`config.mk`:
```
export PLATFORM = sky130hd
export DESIGN_NAME = gb_lcd_capture_flat
export DESIGN_NICKNAME = d
export VERILOG_FILES = /design/src/rtl/gb_lcd_pkg.sv /design/src/rtl/gb_lcd_capture_if.sv /design/src/rtl/gb_sync_edge.sv /design/src/rtl/gb_lcd_capture.sv /design/src/flat_wrapper.sv
export SDC_FILE = /design/constraint.sdc
export NUM_CORES = 1
export LEC_CHECK = 0
export ABC_AREA = 1
export CELL_PAD_IN_SITES_DETAIL_PLACEMENT = 2
export CELL_PAD_IN_SITES_GLOBAL_PLACEMENT = 2
export CORE_AREA = 2 2 127 105
export DETAILED_ROUTE_END_ITERATION = 12
export DIE_AREA = 0 0 129 107
export GPL_ROUTABILITY_DRIVEN = 0
export PLACE_DENSITY_LB_ADDON = 0.12
export REMOVE_ABC_BUFFERS = 1
export SYNTH_ARGS = -nofsm -noshare
export SYNTH_HDL_FRONTEND = slang
export SYNTH_SLANG_ARGS = --single-unit
```
`constraint.sdc`:
```
create_clock -name clk_50 -period 7.5 [get_ports clk_50]
set_input_delay 2.25 -clock clk_50 [delete_from_list [all_inputs] [get_ports clk_50]]
set_output_delay 2.25 -clock clk_50 [all_outputs]
set_load 0.01 [all_outputs]
```
`src/rtl/gb_lcd_pkg.sv`:
```
// gb_lcd_pkg: capture FSM states and geometry helpers for the GB LCD capture front-end
package gb_lcd_pkg;
  typedef enum logic [1:0] {IDLE, WAIT_LINE, ACTIVE} state_t;
  function automatic int pix_per_word(int word_bits, int pix_bits);
    return word_bits / pix_bits;
  endfunction
  function automatic int line_words(int h_pixels, int ppw);
    return h_pixels / ppw;
  endfunction
  function automatic int frame_words(int v_lines, int h_pixels, int ppw);
    return v_lines * line_words(h_pixels, ppw);
  endfunction
  function automatic int addr_bits(int buffers, int v_lines, int h_pixels, int ppw);
    return $clog2(buffers * frame_words(v_lines, h_pixels, ppw));
  endfunction
endpackage

```
`src/rtl/gb_lcd_capture_if.sv`:
```
// gb_lcd_capture_if: GB LCD input bus, capture control/status and frame-RAM write port
interface gb_lcd_capture_if #(
  parameter int PIX_BITS = 2,
  parameter int WORD_BITS = 8,
  parameter int ADDR_W = 14
);
  logic gb_vsync;
  logic gb_hsync;
  logic gb_pclk;
  logic [PIX_BITS-1:0] gb_data;
  logic enable;
  logic err_clr;
  logic wr_en;
  logic [ADDR_W-1:0] wr_addr;
  logic [WORD_BITS-1:0] wr_data;
  logic disp_buf;
  logic frame_done;
  logic [7:0] line_idx;
  logic frame_err;
  modport master (
    output gb_vsync, gb_hsync, gb_pclk, gb_data, enable, err_clr,
    input wr_en, wr_addr, wr_data, disp_buf, frame_done, line_idx, frame_err
  );
  modport slave (
    input gb_vsync, gb_hsync, gb_pclk, gb_data, enable, err_clr,
    output wr_en, wr_addr, wr_data, disp_buf, frame_done, line_idx, frame_err
  );
endinterface

```
`src/rtl/gb_sync_edge.sv`:
```
// gb_sync_edge: multi-flop synchroniser with a one-cycle rise or fall event
module gb_sync_edge #(
  parameter int STAGES = 2,
  parameter bit FALLING = 1'b0
) (
  input  logic clk,
  input  logic rst,
  input  logic d,
  output logic ev
);
  logic [STAGES-1:0] sync;
  logic prev;
  always_ff @(posedge clk or posedge rst) begin
    if (rst) begin
      sync <= '0;
      prev <= 1'b0;
    end else begin
      sync <= STAGES'({sync, d});
      prev <= sync[STAGES-1];
    end
  end
  assign ev = FALLING ? (~sync[STAGES-1] & prev) : (sync[STAGES-1] & ~prev);
endmodule

```
`src/rtl/gb_lcd_capture.sv`:
```
// gb_lcd_capture: synchronises the GB LCD bus into clk_50 and packs pixels into
// frame-RAM words, with optional double buffering and frame/error status.
module gb_lcd_capture
  import gb_lcd_pkg::*;
#(
  parameter int H_PIXELS = 160,
  parameter int V_LINES = 144,
  parameter int PIX_BITS = 2,
  parameter int WORD_BITS = 8,
  parameter int BUFFERS = 2,
  parameter int ADDR_W = 14,
  parameter int SYNC_STAGES = 2
) (
  input logic clk_50,
  input logic rst,
  gb_lcd_capture_if.slave bus
);
  localparam int PIX_PER_WORD = pix_per_word(WORD_BITS, PIX_BITS);
  localparam int LINE_WORDS = line_words(H_PIXELS, PIX_PER_WORD);
  localparam int FRAME_WORDS = frame_words(V_LINES, H_PIXELS, PIX_PER_WORD);
  localparam int PW = $clog2(H_PIXELS + 1);
  localparam int SW = PIX_PER_WORD > 1 ? $clog2(PIX_PER_WORD) : 1;
  localparam int DW = SYNC_STAGES * PIX_BITS;
  localparam logic [PW-1:0] P_LAST = PW'(H_PIXELS - 1);
  localparam logic [SW-1:0] SLOT_LAST = SW'(PIX_PER_WORD - 1);
  localparam logic [7:0] V_LAST = 8'(V_LINES - 1);
  localparam logic [ADDR_W-1:0] FW_A = ADDR_W'(FRAME_WORDS);
  localparam logic [ADDR_W-1:0] LW_A = ADDR_W'(LINE_WORDS);
  if (WORD_BITS % PIX_BITS != 0 || H_PIXELS % PIX_PER_WORD != 0 || BUFFERS < 1 || BUFFERS > 2 ||
      V_LINES > 256 || SYNC_STAGES < 1 ||
      ADDR_W < addr_bits(BUFFERS, V_LINES, H_PIXELS, PIX_PER_WORD)) begin : g_bad_params
    $error("gb_lcd_capture: invalid parameter combination");
  end
  state_t state, state_d;
  logic vs_rise, hs_rise, pc_fall;
  logic [DW-1:0] dsync;
  logic [PIX_BITS-1:0] pix;
  logic [PW-1:0] pix_cnt;
  logic [SW-1:0] slot;
  logic [ADDR_W-1:0] word_cnt;
  logic [WORD_BITS-1:0] pack;
  logic cap_buf, first_line;
  logic line_ok, pix_last, frame_last;
  logic frame_go, line_go, take, word_done, frame_end, set_err;
  logic wr_en, disp_buf, frame_done, frame_err;
  logic [ADDR_W-1:0] wr_addr;
  logic [WORD_BITS-1:0] wr_data;
  logic [7:0] line_idx;
  gb_sync_edge #(.STAGES(SYNC_STAGES), .FALLING(1'b0)) u_vsync (.clk(clk_50), .rst(rst), .d(bus.gb_vsync), .ev(vs_rise));
  gb_sync_edge #(.STAGES(SYNC_STAGES), .FALLING(1'b0)) u_hsync (.clk(clk_50), .rst(rst), .d(bus.gb_hsync), .ev(hs_rise));
  gb_sync_edge #(.STAGES(SYNC_STAGES), .FALLING(1'b1)) u_pclk (.clk(clk_50), .rst(rst), .d(bus.gb_pclk), .ev(pc_fall));
  // data shares the pclk pipeline depth so it lines up with the detected fall
  always_ff @(posedge clk_50 or posedge rst) begin
    if (rst) dsync <= '0;
    else dsync <= DW'({dsync, bus.gb_data});
  end
  assign pix = dsync[DW-1 -: PIX_BITS];
  assign line_ok = first_line || line_idx != V_LAST;
  assign pix_last = pix_cnt == P_LAST;
  assign frame_last = line_idx == V_LAST;
  always_ff @(posedge clk_50 or posedge rst) begin
    if (rst) state <= IDLE;
    else state <= state_d;
  end
  always_comb begin
    state_d = state;
    if (vs_rise) state_d = (state != IDLE || bus.enable) ? WAIT_LINE : IDLE;
    else if (hs_rise && state != IDLE) state_d = line_ok ? ACTIVE : WAIT_LINE;
    else if (pc_fall && state == ACTIVE && pix_last) state_d = frame_last ? IDLE : WAIT_LINE;
  end
  always_comb begin
    frame_go = vs_rise && (state != IDLE || bus.enable);
    line_go = !vs_rise && hs_rise && state != IDLE && line_ok;
    take = !vs_rise && !hs_rise && pc_fall && state == ACTIVE;
    word_done = take && slot == SLOT_LAST;
    frame_end = take && pix_last && frame_last;
    set_err = (vs_rise && state != IDLE) || (!vs_rise && hs_rise && state == ACTIVE && pix_cnt != '0);
  end
  always_ff @(posedge clk_50 or posedge rst) begin
    if (rst) begin
      wr_en <= 1'b0;
      wr_addr <= '0;
      wr_data <= '0;
      disp_buf <= 1'b0;
      frame_done <= 1'b0;
      line_idx <= '0;
      frame_err <= 1'b0;
      cap_buf <= 1'b0;
      first_line <= 1'b0;
      pix_cnt <= '0;
      slot <= '0;
      word_cnt <= '0;
      pack <= '0;
    end else begin
      wr_en <= word_done;
      frame_done <= frame_end;
      if (word_done) begin
        wr_data <= WORD_BITS'({pack, pix});
        wr_addr <= (cap_buf ? FW_A : '0) + ADDR_W'(line_idx) * LW_A + word_cnt;
      end
      if (take) begin
        pack <= WORD_BITS'({pack, pix});
        pix_cnt <= pix_cnt + 1'b1;
        slot <= word_done ? '0 : slot + 1'b1;
        word_cnt <= word_cnt + ADDR_W'(word_done);
      end
      // a new line drops any partial word left by a short line
      if (line_go) begin
        line_idx <= first_line ? '0 : line_idx + 1'b1;
        first_line <= 1'b0;
        pix_cnt <= '0;
        slot <= '0;
        word_cnt <= '0;
      end
      if (frame_go) first_line <= 1'b1;
      if (frame_end) begin
        disp_buf <= cap_buf;
        if (BUFFERS == 2) cap_buf <= ~cap_buf;
      end
      frame_err <= set_err | (frame_err & ~bus.err_clr);
    end
  end
  assign bus.wr_en = wr_en;
  assign bus.wr_addr = wr_addr;
  assign bus.wr_data = wr_data;
  assign bus.disp_buf = disp_buf;
  assign bus.frame_done = frame_done;
  assign bus.line_idx = line_idx;
  assign bus.frame_err = frame_err;
endmodule

```
`src/flat_wrapper.sv`:
```
// flat-port wrapper written by rule: the top's interface ports become plain ports
module gb_lcd_capture_flat import gb_lcd_pkg::*;
#(
  parameter int H_PIXELS = 160,
  parameter int V_LINES = 144,
  parameter int PIX_BITS = 2,
  parameter int WORD_BITS = 8,
  parameter int BUFFERS = 2,
  parameter int ADDR_W = 14,
  parameter int SYNC_STAGES = 2
)
  (clk_50, rst, bus_gb_vsync, bus_gb_hsync, bus_gb_pclk, bus_gb_data, bus_enable, bus_err_clr, bus_wr_en, bus_wr_addr, bus_wr_data, bus_disp_buf, bus_frame_done, bus_line_idx, bus_frame_err);
  gb_lcd_capture_if #(.PIX_BITS(PIX_BITS), .WORD_BITS(WORD_BITS), .ADDR_W(ADDR_W)) bus_i ();
  input logic clk_50;
  input logic rst;
  input wire logic [$bits(bus_i.gb_vsync)-1:0] bus_gb_vsync;
  input wire logic [$bits(bus_i.gb_hsync)-1:0] bus_gb_hsync;
  input wire logic [$bits(bus_i.gb_pclk)-1:0] bus_gb_pclk;
  input wire logic [$bits(bus_i.gb_data)-1:0] bus_gb_data;
  input wire logic [$bits(bus_i.enable)-1:0] bus_enable;
  input wire logic [$bits(bus_i.err_clr)-1:0] bus_err_clr;
  output wire logic [$bits(bus_i.wr_en)-1:0] bus_wr_en;
  output wire logic [$bits(bus_i.wr_addr)-1:0] bus_wr_addr;
  output wire logic [$bits(bus_i.wr_data)-1:0] bus_wr_data;
  output wire logic [$bits(bus_i.disp_buf)-1:0] bus_disp_buf;
  output wire logic [$bits(bus_i.frame_done)-1:0] bus_frame_done;
  output wire logic [$bits(bus_i.line_idx)-1:0] bus_line_idx;
  output wire logic [$bits(bus_i.frame_err)-1:0] bus_frame_err;
  assign bus_i.gb_vsync = bus_gb_vsync;
  assign bus_i.gb_hsync = bus_gb_hsync;
  assign bus_i.gb_pclk = bus_gb_pclk;
  assign bus_i.gb_data = bus_gb_data;
  assign bus_i.enable = bus_enable;
  assign bus_i.err_clr = bus_err_clr;
  assign bus_wr_en = bus_i.wr_en;
  assign bus_wr_addr = bus_i.wr_addr;
  assign bus_wr_data = bus_i.wr_data;
  assign bus_disp_buf = bus_i.disp_buf;
  assign bus_frame_done = bus_i.frame_done;
  assign bus_line_idx = bus_i.line_idx;
  assign bus_frame_err = bus_i.frame_err;
  gb_lcd_capture #(.H_PIXELS(H_PIXELS), .V_LINES(V_LINES), .PIX_BITS(PIX_BITS), .WORD_BITS(WORD_BITS), .BUFFERS(BUFFERS), .ADDR_W(ADDR_W), .SYNC_STAGES(SYNC_STAGES)) u_core (.clk_50(clk_50), .rst(rst), .bus(bus_i));
endmodule
```
# ---- Word-level counts from Yosys, hierarchy flattened
# Index checks and enable logic that the tools add are counted.
# W data, S select, Z words.
dict set report classes {
  reduce_logical 26
  eq_ne 5
  muxes 17
  bitwise_logic 10
  addsub 6
  n_mul 1
}
# cell count
set op_table {}
lappend op_table {{$add A14 B14 Y14} 2}
lappend op_table {{$mux W14} 2}
lappend op_table {{$mux W8} 3}
lappend op_table {{$add A8 B1 Y8 const B} 2}
lappend op_table {{$eq A8 B8 Y1 const B} 2}
lappend op_table {{$logic_and A1 B1 Y1} 16}
lappend op_table {{$add A14 B1 Y14} 1}
lappend op_table {{$mux W2} 7}
lappend op_table {{$mux W13} 1}
lappend op_table {{$mul A8 B3 Y11 const B} 1}
lappend op_table {{$ne A8 B8 Y1 const B} 1}
lappend op_table {{$reduce_bool A8 Y1} 1}
lappend op_table {{$reduce_bool A2 Y1} 3}
lappend op_table {{$not A1 Y1} 5}
lappend op_table {{$and A1 B1 Y1} 4}
lappend op_table {{$eq A2 B2 Y1 const B} 2}
lappend op_table {{$mux W1} 4}
lappend op_table {{$logic_or A1 B1 Y1} 3}
lappend op_table {{$reduce_bool A3 Y1} 1}
lappend op_table {{$add A2 B1 Y2 const B} 1}
lappend op_table {{$logic_not A1 Y1} 2}
lappend op_table {{$or A1 B1 Y1} 1}
dict set report totals {
  output_inout_bits 34
  reg_bits 81
  in_bits 9
  elab_cells 86
}

# ---- Logic depth before layout (Yosys ltp)
# Gate-level depths: netlist of run 1.
dict set report logic_depth {
  ltp_word 10
  ltp_mapped 20
  depth_no_buf 20
}

# ---- Cells and area by module
# A second synthesis of run 1 with hierarchy kept.
dict set report unflattened {
  cells_unflattened 550
  area_unflattened_um2 4605.7
}
# module cells_each instances seq_area_each_um2 area_per_inst_um2
set by_module_without_submodules {}
lappend by_module_without_submodules {gb_lcd_capture 532 1 1801.7 4339.2}
lappend by_module_without_submodules {gb_sync_edge 6 3 75.1 88.8}

# ---- Worst setup path before layout of run 1
# No wires, ideal clock.
dict set report synth_path {
  path_kind {flip-flop to flip-flop}
  from {reg u_core.line_idx[1], in the netlist u_core.bus.line_idx[1]}
  to {reg u_core.wr_addr[13], in the netlist u_core.bus.wr_addr[13]}
  required_ns 7.383
  slack_ns 4.183
  setup_ns 0.117
  path_buffers 0
  stages_incl_launch_ff 20
  arrival_ns 3.200
  cell_sequence {dfrtp_1 ha_1 ha_1 fa_1 nand3_1 nand2_1 nand2_1 nand2_1 a21oi_1 xor2_1 fa_1 inv_1 ha_1 nand2_1 nor2_1 nand3_1 nand3_1 nand3_1 nand3_1 nand2_1}
}
dict set report synth_between {
  elab_chain_cells 3
}
# item line_no
set synth_lines {}
lappend synth_lines {{start: declaration} gb_lcd_capture.sv:48} ;# logic [7:0] line_idx;
lappend synth_lines {{start signal: assignment} gb_lcd_capture.sv:109} ;# line_idx <= first_line ? '0 : line_idx + 1'b1;
lappend synth_lines {{$mul A8 B3 Y11} gb_lcd_capture.sv:99} ;# wr_addr <= (cap_buf ? FW_A : '0) + ADDR_W'(line_idx) * LW_A + word_cnt;
lappend synth_lines {{$add A14 B14 Y14 (2 in a row)} gb_lcd_capture.sv:99}
lappend synth_lines {{end signal: assignment} gb_lcd_capture.sv:99}
lappend synth_lines {{end: declaration} gb_lcd_capture.sv:46} ;# logic [ADDR_W-1:0] wr_addr;
# No other way between the ends.
# A chain may end at the register's enable or synchronous reset.

# ---- Worst setup path in the final report of run 1
dict set report layout_path {
  from {reg u_core.line_idx[6], in the netlist u_core.bus.line_idx[6]}
  to {out bus_line_idx[6]}
}
# item line_no
set layout_lines {}
lappend layout_lines {{end: declaration} flat_wrapper.sv:27} ;# output wire logic [$bits(bus_i.line_idx)-1:0] bus_line_idx;
# No word-level cell between the ends.

==> flow_summary.yaml, run 1 <==
run_status:
  status: "finished, final reports clean"
die:
  dieArea_sq_um: 13800
  start_util_pct: 38.2
  die_w_um: 129
  ios: 43
  rows: 37
  die_h_um: 107
  core_area_sq_um: 12500
final_layout:
  final_area_sq_um: 5620
  drive_above_1_share_pct: 12.2
  final_common_cell: "nand2_1"
  fin_nets: 639
  multiInputGateArea_sq_um: 2370
  antenna_cells: 0
  syn2layout_area_growth_pct: 17.2
  seqCellArea_sq_um: 2030
  n_fill_cell: 1428
  final_cell_mix: "nand2_1, dfrtp_1, inv_1, clkdlybuf4s50_1, nand3_1"
synth:
  synthCells: 548
  synth_area_sq_um: 4800
  yosys_register_bits: 81
  yosys_warnings: 0
  synthArstFlopShare_pct: 100
  avgSynthCellArea_sq_um: 8.75
  synth_top_area_cell: "dfrtp_1"
  yosys.area.top_type_share_pct: 42.3
  seq_area_frac_synth_pct: 42.3
  synth-edff-count: 0
  synth_area_leaders: "dfrtp_1, nand2_1, ha_1"
  ys_types: 41
  synth_ff_type: "dfrtp_1"
setup_path:
  regToRegSetupSlack_ps: 3830
  crit_path_start_kind: "flop"
  critical_path_buf_inv_count: 1
  cp_max_fo: 7
  crit_family: "buffers and inverters"
  critPathCaptureType: "output pin"
  crit_chain: "clkdlybuf4s50_1"
  slowest_delay_ps: 600
  cp_data_required_time_ps: 5250
  crit_arrival_ps: 1480
  cp_slowest_cell: "clkdlybuf4s50_1"
  critPathKind: "flop to output pin"
placement:
  dp_hpwl_um: 9580
  placed_cell_area_sq_um: 5340
  io_buffers: 42
clock_network:
  postCtsSetupBuffers: 0
  cts_tree: "done"
  cts_root_buf: "clkbuf_16"
  cts_resized: 0
  clk_path_buf_depth: 2
  clock_latency_ps: 350
  cts_inserted_buffers: 9
  holdBufCountCts: 0
  cts.clk_slew.worst_paths_ps: 70
  clkSinkCount: 81
  htree_levels: 3
power:
  ir_drop_mv: 0.119
  powerDensity_nw_per_um2: 179
  leakage_nw: 2.81
routing:
  postRouteAntennaNets: 0
  viasPerCell: 4.98
  wl_um: 13000
  drc_errors: 0
  via_count: 3843
  drtIter0Drc: 147
  drt-pass1-iter-count: 4
  routedWlPerCell_um: 16.8
global_routing:
  grt_max_degree: 61
  grt_usage_pct: 20.5
  grt_overflow: 0
  grt_pass1_wl_um: 22200
  grt_pass1_vias: 4409
  antenna_found_initial: 0
sta:
  slew_headroom_pct: 46.4
  clock_skew_ps: 9.86
  timing.final.max_slew_violations: 0
  period_minus_slack_ps: 3730
  fmax_mhz: 268
  setup_viol: 0
  final.period_utilization_pct: 49.7
  tns_ps: 0
  rsz0062_at_grt: "no"
  tightest_slew_ps: 804
  hold_violations: 0
worst_hold_path:
  hold_class: "flop to flop"
flow_run:
  maxCapViolCount: 0
==> synth_stat cells (all sizes together), types with 2 or more instances <==
cell and number:
a21oi 23, ha 33, nor3 17, buf 11
dfrtp 81, nand4 12, o21ai 35, nand3 41
nand3b 6, inv 77, a21boi 2, nor2 34
or2 2, nand2 143, xnor2 7, xor2 10
fa 6
==> routing by layer <==
layer,share of wire [%],vias up,global-route usage (%)
met5,0,-,0
met4,1.3,0,5.05
met3,2.4,14,4.04
met2,49,51,35.0
met1,47,1915,26.8
li1,-,1863,-
==> where the power goes <==
| group | switching (mW) | internal (mW) | total, mW |
|---|---|---|---|
| clock | 0.194 | 0.231 | 0.425 |
| combinational | 0.0713 | 0.0379 | 0.109 |
| sequential | 0.0177 | 0.455 | 0.472 |
==> through the flow <==
stage                     setup WS [ps]  hold WS, ps  power [mW]  util [%]  std cells
final                              3770          353        1.01      44.8        771
after global routing               3510          359        1.05      44.8        771
after CTS                          3730          356        1.02      44.8        771
after detailed placement           3710          339       0.590      42.6        755
after global placement             3740          332       0.585      42.6        755
after floorplan                    3170          331       0.544         -        537
==> worst paths after layout <==
path	endpoint	start	depth (start not counted)
setup / recovery	bus_line_idx[6]	u_core.bus.line_idx[6]	1
hold / removal	u_core.u_hsync.sync[1]	u_core.u_hsync.sync[0]	0
setup reg to reg	u_core.bus.wr_addr[13]	u_core.bus.line_idx[1]	19
hold reg to reg	u_core.u_hsync.sync[1]	u_core.u_hsync.sync[0]	0
max in group asynchronous	u_core.bus.frame_done	rst	3
min in group asynchronous	u_core.bus.wr_data[7]	rst	2
==> cell families after synthesis <==
logic type,after synthesis,synth area share [%]
and+or+nand+nor,256,26.3
AOI/OAI and AO/OA,67,8.95
adders and majority gates,39,11.1
xor gates and xnor gates,17,3.10
DFF,81,42.3
buffers and inverters,88,8.29
==> area by class of cell <==
| type | instances | share of cell area [%] |
|---|---|---|
| multi-input combinational | 379 | 42.2 |
| sequential | 81 | 36.0 |
| timing repair buffer | 43 | 7.61 |
| inverter | 77 | 5.21 |
| clock buffer | 9 | 4.00 |
| tap | 175 | 3.89 |
| clock inverter | 7 | 1.07 |
==> sequential cells by signal, indices dropped and copies added (netlist names), 2 cells and up <==
signal / cells
u_core.u_vsync.sync: 2
u_core.slot: 2
u_core.u_hsync.sync: 2
u_core.bus.wr_addr: 14
u_core.u_pclk.sync: 2
u_core.word_cnt: 14
u_core.dsync: 4
u_core.bus.line_idx: 8
u_core.bus.wr_data: 8
u_core.pack: 6
u_core.pix_cnt: 8
u_core.state: 2
No activity file was read; power rests on OpenSTA's default activity.
==> run 2: changes to the inputs <==
--- a/config.mk
+++ b/config.mk
@@ -8,9 +8,9 @@
 export ABC_AREA = 1
 export CELL_PAD_IN_SITES_DETAIL_PLACEMENT = 2
 export CELL_PAD_IN_SITES_GLOBAL_PLACEMENT = 2
-export CORE_AREA = 2 2 127 105
+export CORE_AREA = 2 2 133 109
 export DETAILED_ROUTE_END_ITERATION = 12
-export DIE_AREA = 0 0 129 107
+export DIE_AREA = 0 0 135 111
 export GPL_ROUTABILITY_DRIVEN = 0
 export PLACE_DENSITY_LB_ADDON = 0.12
 export REMOVE_ABC_BUFFERS = 1
==> constraint.sdc (replaced) <==
create_clock -name clk_50 -period 3.5 [get_ports clk_50]
set_input_delay 1.05 -clock clk_50 [delete_from_list [all_inputs] [get_ports clk_50]]
set_output_delay 1.05 -clock clk_50 [all_outputs]
set_load 0.01 [all_outputs]
==> flow_summary.yaml, run 2 (synthesis results as in run 1) <==
final_layout:
  antenna_cells: 0
  final_cell_mix: "nand2_1, dfrtp_1, inv_1, clkdlybuf4s50_1, nand3_1"
  drive_above_1_share_pct: 18.2
  largestRegisters: "u_core.bus.wr_addr (14), u_core.word_cnt (14)"
  final_common_cell: "nand2_1"
  fin_nets: 653
  syn2layout_area_growth_pct: 23.0
  fin_cells: 794
  n_fill_cell: 1588
  final_area_sq_um: 5900
power:
  ir_drop_mv: 0.223
  powerDensity_nw_per_um2: 389
  leakage_nw: 2.90
sta:
  tightest_slew_ps: 687
  final.period_utilization_pct: 96.0
  slew_headroom_pct: 54.1
  fmax_mhz: 298
  setup_viol: 0
  period_minus_slack_ps: 3360
  timing.final.max_slew_violations: 0
  hold_violations: 0
  clock_skew_ps: 9.38
  fin_hold_ws_ps: 355
clock_network:
  clk_path_buf_depth: 2
  htree_levels: 3
  cts_inserted_buffers: 9
  cts.clk_slew.worst_paths_ps: 70
  clock_latency_ps: 350
  cts_root_buf: "clkbuf_16"
  clkSinkCount: 81
  cts_tree: "done"
  holdBufCountCts: 0
global_routing:
  grt_max_degree: 53
  antenna_found_initial: 0
  grt_overflow: 0
  gr-usage-met2_pct: 31.4
  use_met1_pct: 26.1
  grt_pass1_wl_um: 22600
  use_met3_pct: 4.21
  grt_pass1_vias: 4409
  grt_usage_pct: 19.3
  top_usage_layer: "met2"
routing:
  viasPerCell: 4.94
  drt-pass1-iter-count: 4
  routedWlPerCell_um: 16.9
  postRouteAntennaNets: 0
  drtIter0Drc: 81
  drc_errors: 0
  via_count: 3924
  wl_um: 13400
worst_hold_path:
  hold_class: "flop to flop"
  hp-start: "u_core.dsync[0]"
run_status:
  status: "finished, final reports clean"
setup_path:
  cp_data_required_time_ps: 3750
  crit_arrival_ps: 3610
  critPathKind: "flop to flop"
  critPathCaptureType: "flop"
  crit_start: "u_core.bus.line_idx[3]"
  crit_path_start_kind: "flop"
  r2r_start: "u_core.bus.line_idx[3]"
  cp_max_fo: 5
die:
  core_area_sq_um: 13900
  dieArea_sq_um: 15000
  start_util_pct: 34.6
  rows: 39
  die_w_um: 135
  ios: 43
  die_h_um: 111
placement:
  dp.cells: 772
  io_buffers: 42
  dp_hpwl_um: 9710
  placed_cell_area_sq_um: 5420
flow_run:
  maxCapViolCount: 0
## run 2: cell count changes in the layout (fill, tap and decap cells not counted), moves of 2 or more
cell / before / now
buf_4: 1 / 14
nand2_1: 138 / 131
ha_1: 33 / 27
nand2_2: 4 / 10
ha_4: 0 / 5
a21oi_1: 21 / 18
a21oi_2: 2 / 5
nand3_1: 37 / 34
nand3_2: 3 / 6
inv_1: 67 / 65
inv_2: 8 / 10
## run 2: path summary, 6_finish.rpt
path / end / depth (start not counted) / slack, ps
max in group asynchronous: u_core.u_vsync.sync[0] / 3 / 1750
setup / recovery: u_core.bus.wr_addr[13] / 19 / 140
hold reg to reg: u_core.dsync[2] / 0 / 360
setup reg to reg: u_core.bus.wr_addr[13] / 19 / 140
hold / removal: u_core.dsync[2] / 0 / 360
min in group asynchronous: u_core.pack[1] / 2 / 1060
## run 2: layout make-up
cell class	count	area, sq um	area share, %
inverter	77	293	4.96
timing repair buffer	57	546	9.25
sequential	81	2030	34.4
tap	184	230	3.90
clock inverter	7	85.1	1.44
clock buffer	9	225	3.82
multi-input combinational	379	2490	42.2
## run 2: worst max-delay path: stages (launching register included)
cell	delay (ps)
dfrtp_1	430
buf_4	180
ha_1	340
ha_4	320
nand3_2	80
nand2_2	90
nand2_2	60
nand2_2	70
a21oi_2	60
xor2_1	180
fa_1	520
inv_2	50
ha_4	290
nand2_4	50
nor2_2	130
nand3_1	100
nand3_2	100
nand3_1	80
nand3_2	80
nand2_1	40
## run 2: through the flow
stage / total power, mW / worst slack [ps] / utilization, % / TNS (ps)
final: 2.29 / 139 / 42.6 / 0
after global routing: 2.40 / -47.6 / 42.6 / -77.4
after CTS: 2.32 / 9.10 / 41.4 / 0
after detailed placement: 1.28 / -47.8 / 39.1 / -47.8
after global placement: 1.27 / 133 / 39.1 / 0
after floorplan: 1.17 / 183 / - / 0
## run 2: report_power, final
part	internal, mW	switching (mW)	leakage [nW]	total, mW
clock network	0.569	0.442	0.153	1.01
logic	0.105	0.176	1.66	0.280
registers	0.975	0.0280	1.09	1.00
total	1.65	0.646	2.90	2.29
## run 2: metal layers
layer  wire length [um]  part of all wire (%)
met5                  0                     0
met2               6620                    49
met1               6330                    47
met4                147                   1.1
met3                326                   2.4
## run 2: what timing repair did
action                                  CTS  global route
pin swaps                                 0            13
gates resized for setup                   1            25
setup buffers                             0             6
endpoints found under the setup margin    1             3
==> run 3: changes to the inputs <==
--- a/config.mk
+++ b/config.mk
@@ -6,6 +6,7 @@
 export NUM_CORES = 1
 export LEC_CHECK = 0
 export ABC_AREA = 1
+export ABC_CLOCK_PERIOD_IN_PS = 3500
 export CELL_PAD_IN_SITES_DETAIL_PLACEMENT = 2
 export CELL_PAD_IN_SITES_GLOBAL_PLACEMENT = 2
 export CORE_AREA = 2 2 133 109
@@ -14,6 +15,7 @@
 export GPL_ROUTABILITY_DRIVEN = 0
 export PLACE_DENSITY_LB_ADDON = 0.12
 export REMOVE_ABC_BUFFERS = 1
+export SLEW_MARGIN = 10
 export SYNTH_ARGS = -nofsm -noshare
 export SYNTH_HDL_FRONTEND = slang
 export SYNTH_SLANG_ARGS = --single-unit
==> results of run 3 <==
The final DEF is identical to that of run 2; final timing and power are the same.
